**src/rtl/sram_arbiter_pkg.sv**
```systemverilog
// sram_arbiter_pkg: shared definitions for the base-SRAM arbiter.
//   state_e  - access FSM encoding (IDLE, RD, WR, WR_HOLD, DONE)
//   owner_e  - which requester owns the transfer in flight
//   DEFAULT_WAIT_CYCLES / DEFAULT_ADDR_W - default build parameters
package sram_arbiter_pkg;

  typedef enum logic [2:0] {
    IDLE    = 3'd0,
    RD      = 3'd1,
    WR      = 3'd2,
    WR_HOLD = 3'd3,
    DONE    = 3'd4
  } state_e;

  typedef enum logic {
    OWN_IF  = 1'b0,
    OWN_MEM = 1'b1
  } owner_e;

  localparam int unsigned DEFAULT_WAIT_CYCLES = 2;
  localparam int unsigned DEFAULT_ADDR_W      = 20;

endpackage

```
**src/rtl/sram_arbiter_if.sv**
```systemverilog
// sram_arbiter_if: CPU-side request bus of the SRAM arbiter.
//   if_*  - instruction-fetch port (read only)
//   mem_* - data-memory port (read/write, byte enables)
// Handshake: a requester raises *_req with its address/data stable and
// holds it until the matching *_ready pulse (one cycle). It must drop
// *_req on the clock edge after *_ready, otherwise the still-high request
// is taken as a new transfer once the arbiter is back in IDLE.
//   master - the CPU side (drives requests)
//   slave  - the arbiter (drives rdata/ready)
interface sram_arbiter_if;

  logic        if_req;
  logic [31:0] if_addr;
  logic [31:0] if_rdata;
  logic        if_ready;

  logic        mem_req;
  logic        mem_we;
  logic [3:0]  mem_sel;
  logic [31:0] mem_addr;
  logic [31:0] mem_wdata;
  logic [31:0] mem_rdata;
  logic        mem_ready;

  modport master (
    output if_req, if_addr,
    input  if_rdata, if_ready,
    output mem_req, mem_we, mem_sel, mem_addr, mem_wdata,
    input  mem_rdata, mem_ready
  );

  modport slave (
    input  if_req, if_addr,
    output if_rdata, if_ready,
    input  mem_req, mem_we, mem_sel, mem_addr, mem_wdata,
    output mem_rdata, mem_ready
  );

endinterface

```
**src/rtl/sram_wait_counter.sv**
```systemverilog
// sram_wait_counter: 4-bit strobe-width down-counter.
//   clk, rst_n  - clock, asynchronous active-low reset
//   load_i      - load load_val_i (has priority over decrement)
//   load_val_i  - value loaded on load_i
//   dec_i       - decrement by one; saturates at zero
//   zero_o      - count is zero
module sram_wait_counter (
  input  logic       clk,
  input  logic       rst_n,
  input  logic       load_i,
  input  logic [3:0] load_val_i,
  input  logic       dec_i,
  output logic       zero_o
);

  logic [3:0] count_q;
  logic [3:0] count_d;

  always_comb begin
    count_d = count_q;
    if (load_i) begin
      count_d = load_val_i;
    end else if (dec_i && (count_q != 4'd0)) begin
      count_d = count_q - 4'd1;
    end
  end

  always_ff @(posedge clk or negedge rst_n) begin
    if (!rst_n) begin
      count_q <= 4'd0;
    end else begin
      count_q <= count_d;
    end
  end

  assign zero_o = (count_q == 4'd0);

endmodule

```
**src/rtl/sram_arbiter.sv**
```systemverilog
// sram_arbiter: shares the single base SRAM bank between the fetch port and
// the data port with a registered multi-cycle access FSM.
//   clk, rst_n    - clock, asynchronous active-low reset
//   bus           - CPU request bus (slave modport): if_* and mem_* ports
//   sram_addr     - SRAM word address
//   sram_be_n     - byte enables, active low
//   sram_ce_n/oe_n/we_n - SRAM strobes, active low
//   sram_data_o   - write data to the pin buffer
//   sram_data_oe  - pin buffer drive enable
//   sram_data_i   - data sampled from the pins
//   dbg_state     - current FSM state
// Data port has fixed priority. Every SRAM-side output is a flop whose next
// value is decoded from the next state, so requests never reach the pins
// combinationally.
module sram_arbiter
  import sram_arbiter_pkg::*;
#(
  parameter int unsigned WAIT_CYCLES = DEFAULT_WAIT_CYCLES,  // 1..15
  parameter int unsigned ADDR_W      = DEFAULT_ADDR_W
) (
  input  logic              clk,
  input  logic              rst_n,
  sram_arbiter_if.slave     bus,
  output logic [ADDR_W-1:0] sram_addr,
  output logic [3:0]        sram_be_n,
  output logic              sram_ce_n,
  output logic              sram_oe_n,
  output logic              sram_we_n,
  output logic [31:0]       sram_data_o,
  output logic              sram_data_oe,
  input  logic [31:0]       sram_data_i,
  output state_e            dbg_state
);

  localparam logic [3:0] WAIT_LOAD = 4'(WAIT_CYCLES - 1);

  state_e            state_q, state_d;
  owner_e            owner_q, owner_d;
  logic [3:0]        be_sel_q, be_sel_d;   // latched active-low enables
  logic [ADDR_W-1:0] addr_d;
  logic [31:0]       wdata_d;
  logic [31:0]       if_rdata_d, mem_rdata_d;
  logic              ce_n_d, oe_n_d, we_n_d, data_oe_d;
  logic [3:0]        be_n_d;
  logic              if_ready_d, mem_ready_d;
  logic              cnt_load, cnt_dec, cnt_zero;

  // Byte-offset and out-of-bank address bits are ignored (wrap in bank).
  logic unused_addr_bits;
  assign unused_addr_bits = ^{bus.if_addr[1:0], bus.if_addr[31:ADDR_W+2],
                              bus.mem_addr[1:0], bus.mem_addr[31:ADDR_W+2]};

  sram_wait_counter u_wait (
    .clk        (clk),
    .rst_n      (rst_n),
    .load_i     (cnt_load),
    .load_val_i (WAIT_LOAD),
    .dec_i      (cnt_dec),
    .zero_o     (cnt_zero)
  );

  always_comb begin
    state_d     = state_q;
    owner_d     = owner_q;
    be_sel_d    = be_sel_q;
    addr_d      = sram_addr;
    wdata_d     = sram_data_o;
    if_rdata_d  = bus.if_rdata;
    mem_rdata_d = bus.mem_rdata;
    cnt_load    = 1'b0;
    cnt_dec     = 1'b0;

    case (state_q)
      IDLE: begin
        if (bus.mem_req) begin
          owner_d  = OWN_MEM;
          addr_d   = bus.mem_addr[ADDR_W+1:2];
          be_sel_d = ~bus.mem_sel;
          wdata_d  = bus.mem_wdata;
          cnt_load = 1'b1;
          state_d  = bus.mem_we ? WR : RD;
        end else if (bus.if_req) begin
          owner_d  = OWN_IF;
          addr_d   = bus.if_addr[ADDR_W+1:2];
          be_sel_d = 4'h0;
          cnt_load = 1'b1;
          state_d  = RD;
        end
      end
      RD: begin
        cnt_dec = ~cnt_zero;
        if (cnt_zero) begin
          // Last strobe cycle: the pins have had the full access time.
          if (owner_q == OWN_MEM) begin
            mem_rdata_d = sram_data_i;
          end else begin
            if_rdata_d = sram_data_i;
          end
          state_d = DONE;
        end
      end
      WR: begin
        cnt_dec = ~cnt_zero;
        if (cnt_zero) begin
          state_d = WR_HOLD;
        end
      end
      WR_HOLD: state_d = DONE;
      DONE:    state_d = IDLE;
      default: state_d = IDLE;
    endcase

    // Pin strobes decoded from the state being entered.
    ce_n_d      = ~((state_d == RD) || (state_d == WR) || (state_d == WR_HOLD));
    oe_n_d      = (state_d != RD);
    we_n_d      = (state_d != WR);
    data_oe_d   = (state_d == WR) || (state_d == WR_HOLD);
    be_n_d      = ce_n_d ? 4'hF : be_sel_d;
    if_ready_d  = (state_d == DONE) && (owner_d == OWN_IF);
    mem_ready_d = (state_d == DONE) && (owner_d == OWN_MEM);
  end

  always_ff @(posedge clk or negedge rst_n) begin
    if (!rst_n) begin
      state_q       <= IDLE;
      owner_q       <= OWN_IF;
      be_sel_q      <= 4'hF;
      sram_addr     <= '0;
      sram_be_n     <= 4'hF;
      sram_ce_n     <= 1'b1;
      sram_oe_n     <= 1'b1;
      sram_we_n     <= 1'b1;
      sram_data_o   <= 32'h0;
      sram_data_oe  <= 1'b0;
      bus.if_rdata  <= 32'h0;
      bus.mem_rdata <= 32'h0;
      bus.if_ready  <= 1'b0;
      bus.mem_ready <= 1'b0;
    end else begin
      state_q       <= state_d;
      owner_q       <= owner_d;
      be_sel_q      <= be_sel_d;
      sram_addr     <= addr_d;
      sram_be_n     <= be_n_d;
      sram_ce_n     <= ce_n_d;
      sram_oe_n     <= oe_n_d;
      sram_we_n     <= we_n_d;
      sram_data_o   <= wdata_d;
      sram_data_oe  <= data_oe_d;
      bus.if_rdata  <= if_rdata_d;
      bus.mem_rdata <= mem_rdata_d;
      bus.if_ready  <= if_ready_d;
      bus.mem_ready <= mem_ready_d;
    end
  end

  assign dbg_state = state_q;

endmodule

```
**src/flat_wrapper.sv**
```systemverilog
// flat-port wrapper written by rule: the top's interface ports become plain ports
module sram_arbiter_flat import sram_arbiter_pkg::*;
#(
  parameter int unsigned WAIT_CYCLES = DEFAULT_WAIT_CYCLES,          
  parameter int unsigned ADDR_W      = DEFAULT_ADDR_W
)
  (clk, rst_n, sram_addr, sram_be_n, sram_ce_n, sram_oe_n, sram_we_n, sram_data_o, sram_data_oe, sram_data_i, dbg_state, bus_if_req, bus_if_addr, bus_if_rdata, bus_if_ready, bus_mem_req, bus_mem_we, bus_mem_sel, bus_mem_addr, bus_mem_wdata, bus_mem_rdata, bus_mem_ready);
  sram_arbiter_if bus_i ();
  input  logic clk;
  input  logic rst_n;
  output logic [ADDR_W-1:0] sram_addr;
  output logic [3:0] sram_be_n;
  output logic sram_ce_n;
  output logic sram_oe_n;
  output logic sram_we_n;
  output logic [31:0] sram_data_o;
  output logic sram_data_oe;
  input  logic [31:0] sram_data_i;
  output state_e dbg_state;
  input wire logic [$bits(bus_i.if_req)-1:0] bus_if_req;
  input wire logic [$bits(bus_i.if_addr)-1:0] bus_if_addr;
  output wire logic [$bits(bus_i.if_rdata)-1:0] bus_if_rdata;
  output wire logic [$bits(bus_i.if_ready)-1:0] bus_if_ready;
  input wire logic [$bits(bus_i.mem_req)-1:0] bus_mem_req;
  input wire logic [$bits(bus_i.mem_we)-1:0] bus_mem_we;
  input wire logic [$bits(bus_i.mem_sel)-1:0] bus_mem_sel;
  input wire logic [$bits(bus_i.mem_addr)-1:0] bus_mem_addr;
  input wire logic [$bits(bus_i.mem_wdata)-1:0] bus_mem_wdata;
  output wire logic [$bits(bus_i.mem_rdata)-1:0] bus_mem_rdata;
  output wire logic [$bits(bus_i.mem_ready)-1:0] bus_mem_ready;
  assign bus_i.if_req = bus_if_req;
  assign bus_i.if_addr = bus_if_addr;
  assign bus_if_rdata = bus_i.if_rdata;
  assign bus_if_ready = bus_i.if_ready;
  assign bus_i.mem_req = bus_mem_req;
  assign bus_i.mem_we = bus_mem_we;
  assign bus_i.mem_sel = bus_mem_sel;
  assign bus_i.mem_addr = bus_mem_addr;
  assign bus_i.mem_wdata = bus_mem_wdata;
  assign bus_mem_rdata = bus_i.mem_rdata;
  assign bus_mem_ready = bus_i.mem_ready;
  sram_arbiter #(.WAIT_CYCLES(WAIT_CYCLES), .ADDR_W(ADDR_W)) u_core (.clk(clk), .rst_n(rst_n), .bus(bus_i), .sram_addr(sram_addr), .sram_be_n(sram_be_n), .sram_ce_n(sram_ce_n), .sram_oe_n(sram_oe_n), .sram_we_n(sram_we_n), .sram_data_o(sram_data_o), .sram_data_oe(sram_data_oe), .sram_data_i(sram_data_i), .dbg_state(dbg_state));
endmodule
```
**config.mk**
```make
export PLATFORM = sky130hd
export DESIGN_NAME = sram_arbiter_flat
export DESIGN_NICKNAME = d
export VERILOG_FILES = /design/src/rtl/sram_arbiter_pkg.sv /design/src/rtl/sram_arbiter_if.sv /design/src/rtl/sram_wait_counter.sv /design/src/rtl/sram_arbiter.sv /design/src/flat_wrapper.sv
export SDC_FILE = /design/constraint.sdc
export NUM_CORES = 1
export LEC_CHECK = 0
export BUFFER_PORTS_ARGS = -buffer_cell sky130_fd_sc_hd__buf_2
export CORE_ASPECT_RATIO = 0.75
export CORE_MARGIN = 3
export CORE_UTILIZATION = 41
export CTS_BUF_LIST = sky130_fd_sc_hd__clkbuf_4 sky130_fd_sc_hd__clkbuf_8 sky130_fd_sc_hd__clkbuf_16
export CTS_CLUSTER_DIAMETER = 60
export DETAILED_ROUTE_END_ITERATION = 6
export GPL_TIMING_DRIVEN = 0
export PLACE_DENSITY = 0.69
export SETUP_SLACK_MARGIN = 0.2
export SYNTH_ARGS = -nofsm -noshare
export SYNTH_HDL_FRONTEND = slang
export SYNTH_SLANG_ARGS = --single-unit
export TNS_END_PERCENT = 5
```
**constraint.sdc**
```tcl
create_clock -name clk -period 2.5 [get_ports clk]
set_input_delay 0.625 -clock clk [delete_from_list [all_inputs] [get_ports clk]]
set_output_delay 0.625 -clock clk [all_outputs]
set_load 0.01 [all_outputs]
```
==> metrics.yaml <==
status:
  outcome: "finished, final reports clean"
detailed_routing:
  viasPerCell: 4.783
  detail-route-antenna-nets: 0
  post_drt_wl_per_cell_um: 16.18
  drt-pass1-iter-count: 5
  vias: 4252
  drt_iter0_markers: 206
  postRouteWirelength_mm: 14.38
  drc: 0
global_route:
  gr-usage-all-layers_pct: 19.28
  grt_overflow_total: 0
  gr-usage-met2_pct: 31.21
  vias_in_the_first_global_route: 4570
  grt-busiest-layer: "met2"
  antenna_found_initial: 0
  global_route_wire_length_before_repair_mm: 23.33
  grt_util_met1_pct: 24.38
  grt_max_degree: 87
  global_route.usage.met3_pct: 8.090
clocking:
  cts_setup_buffers: 0
  cts_hold_repair.buffers: 0
  worst_path_clk_slew_ns: 0.06
  clk_root_buf: "clkbuf_16"
  cts_made_buffers: 17
  cts_buffer_depth: 2
  tritoncts: "built"
  clock_tree.htree_level_count: 4
  clkLatencyLatePin_ns: 0.42
  post_cts_gate_resize_count: 0
  tritoncts_num_sinks: 138
yosys:
  synth.yosys.warnings: 0
  synth_largest_area_cell: "dfrtp_1"
  synth_cell_type_count: 37
  postSynthNetCount: 583
  post_synth_instance_area_um2: 5713
  avgSynthCellArea_um2: 12.84
  netlist.area_leader.share_pct: 55.63
  postSynthRegisterBits: 138
  sequential_fraction_of_the_synthesis_area_pct: 60.69
  post_synth_main_area_contributors: "dfrtp_1, mux2_4, nand2_1, dfstp_2, mux2i_1"
  syn-instance-count: 445
sta:
  timing.clock.skew_ns: 0.009736
  max_freq_ghz: 0.5009
  finalSetupViolations: 0
  tightestPinTransition_ns: 0.4876
  grt_setup_unrepaired: "no"
  worst_slew_margin_rel_pct: 67.39
  min_period_over_period_pct: 79.86
  worst_hold_slack_across_all_endpoints_ns: 0.1431
  total_count_of_hold_check_failures_in_the_final_report: 0
  final_max_slew_viol_count: 0
  final_critical_path_setup_slack_ns: 0.5036
  min_period_ns: 1.996
pwr:
  power_dens_cells_nw_per_um2: 1400
  max-vdd-ir-drop_uv: 682.8
  comb_power_share_pct: 39.6
  power.static_leakage_nw: 4.177
  p_sw_share_pct: 34.45
  p_clk_share_pct: 23.7
  cell_internal_pwr_mw: 7.140
  seq_power_share_pct: 36.7
  switching_power_mw: 3.752
worst_setup_path:
  crit_arrival_ns: 2.30
  critical_path_maximum_fanout: 10
  critPathRequiredTime_ns: 2.80
  worstSetupStartpointType: "flip-flop"
  r2r_cells: 7
  rr_startpoint: "u_core.u_wait.count_q[0]$_DFFE_PN0P_"
  setup_crit_path_kind: "reg2reg"
  ff2ff_setup_slack_ns: 0.50
  r2r-end: "u_core.bus.if_rdata[25]$_DFFE_PN0P_"
  end_kind: "flip-flop"
floorplanning:
  starting_utilization_of_the_core_area_pct: 42.99
  die_boundary_width_um: 142.3
  pin_count: 266
  floorplan.die.height_um: 108.2
  fp.coreArea_um2: 13290
  rows: 36
  die-area_um2: 15400
layout:
  final_cell_count_no_fill: 889
  layout-area-overhead-vs-synth_pct: 36.20
  ff_latch_area_um2: 3467
  fin_util_pct: 58.56
  final_cell_area_um2: 7781
  layout.cells.most_common_list: "buf_2, nand2_1, dfrtp_1"
  most_common_cell_after_layout_fill_and_taps_aside: "buf_2"
  fraction_of_final_layout_cells_sized_beyond_drive_strength_1_pct: 51.81
  antennaDiodeCount: 0
  fill_cell_instance_count_of_the_final_layout: 1135
  nets: 843
  multi_input_area_um2: 2087
placement:
  dpl.hpwl_mm: 10.79
  routabilityCongestion: 0.8053
  post-place-cells: 857
  port_buffers: 240
  post-place-ws_ns: 0.4655
  dpl_cell_area_um2: 7162
run:
  maxCapViolCount: 0
worst_hold_path:
  hold_class: "in2async"
==> cells by family (layout without fill, tap and decap cells) <==
family	after synthesis	in the layout	synth area share, %
buffers and inverters	25	298	2.781
adders and majority gates	1	1	0.2190
muxes	87	87	20.61
DFF	138	138	60.69
and+or+nand+nor	152	152	11.30
AOI/OAI and AO/OA	40	40	4.096
xor gates and xnor gates	2	2	0.3067
==> power by group through the flow <==
| stage | registers [mW] | logic, mW | clock network, mW |
|---|---|---|---|
| final | 4.00 | 4.31 | 2.58 |
| after floorplan | 4.46 | 2.15 | 0 |
| after CTS | 4.00 | 4.38 | 2.65 |
| after global routing | 4.14 | 4.79 | 2.74 |
| after global placement | 3.96 | 4.26 | 0 |
| after detailed placement | 4.01 | 4.37 | 0 |
==> routing by layer <==
metal	wire length, um	share of wire (%)	up-vias
met3	1336	9.3	13
met5	0	0	-
li1	-	-	2011
met1	6296	44	2044
met4	120	0.83	0
met2	6628	46	184
==> worst max-delay path by stage <==
stage	startpoint	endpoint	slack, ns	cells past startpoint
floorplan	u_core.u_wait.count_q[0]$_DFFE_PN0P_	u_core.bus.if_rdata[0]$_DFFE_PN0P_	0.73	7
global placement	rst_n	u_core.sram_data_o[8]$_DFFE_PN0P_	-0.96	1
detailed placement	u_core.u_wait.count_q[0]$_DFFE_PN0P_	u_core.bus.if_rdata[25]$_DFFE_PN0P_	0.47	7
CTS	u_core.u_wait.count_q[0]$_DFFE_PN0P_	u_core.bus.if_rdata[25]$_DFFE_PN0P_	0.46	7
global route	u_core.u_wait.count_q[0]$_DFFE_PN0P_	u_core.bus.if_rdata[8]$_DFFE_PN0P_	0.31	7
finish	u_core.u_wait.count_q[0]$_DFFE_PN0P_	u_core.bus.if_rdata[25]$_DFFE_PN0P_	0.50	7
==> Yosys cell counts, drive strengths merged <==
library cell and instances:
a21boi 4, a21o 1, a21oi 3, and2 2
and3b 1, buf 13, clkbuf 10, dfrtp 127
dfstp 11, ha 1, inv 2, mux2 65
mux2i 22, nand2 128, nand2b 1, nand3 1
nor2 8, nor2b 1, nor3 6, nor3b 3
o21a 1, o21ai 25, o21bai 1, o22ai 4
o32ai 1, or2 1, xnor2 2
==> state kept, by name, indices dropped and copies added, names as in the netlist <==
register,count
u_core.owner_q,1
u_core.sram_be_n,4
u_core.bus.if_ready,1
u_core.sram_data_oe,1
u_core.sram_data_o,32
u_core.sram_addr,20
u_core.bus.if_rdata,32
u_core.sram_we_n,1
u_core.sram_ce_n,1
u_core.bus.mem_rdata,32
u_core.sram_oe_n,1
u_core.bus.mem_ready,1
u_core.be_sel_q,4
u_core.u_wait.count_q,4
u_core.dbg_state,3
==> worst max-delay path, stage by stage, from the launching register on <==
cell and delay [ns]:
dfrtp_1 0.39, inv_1 0.06, ha_1 0.16, nor3b_4 0.37, nand2_2 0.11, nor2_4 0.26
buf_8 0.22, mux2_4 0.32
==> layout make-up <==
type / count / share of cell area (%)
Buffer: 23 / 1.946
Clock buffer: 21 / 6.094
Clock inverter: 11 / 1.865
Inverter: 2 / 0.09648
Multi-Input combinational cell: 282 / 26.82
Sequential cell: 138 / 44.56
Tap cell: 171 / 2.750
Timing Repair Buffer: 241 / 15.87
==> through the flow <==
stage | power, mW | setup TNS (ns)
2_1_floorplan | 6.614 | 0
3_3_place_gp | 8.219 | -122.39
3_5_place_dp | 8.380 | 0
4_1_cts | 11.03 | 0
5_1_grt | 11.68 | 0
6_report | 10.89 | 0
Power figures use the tool's default switching activity.
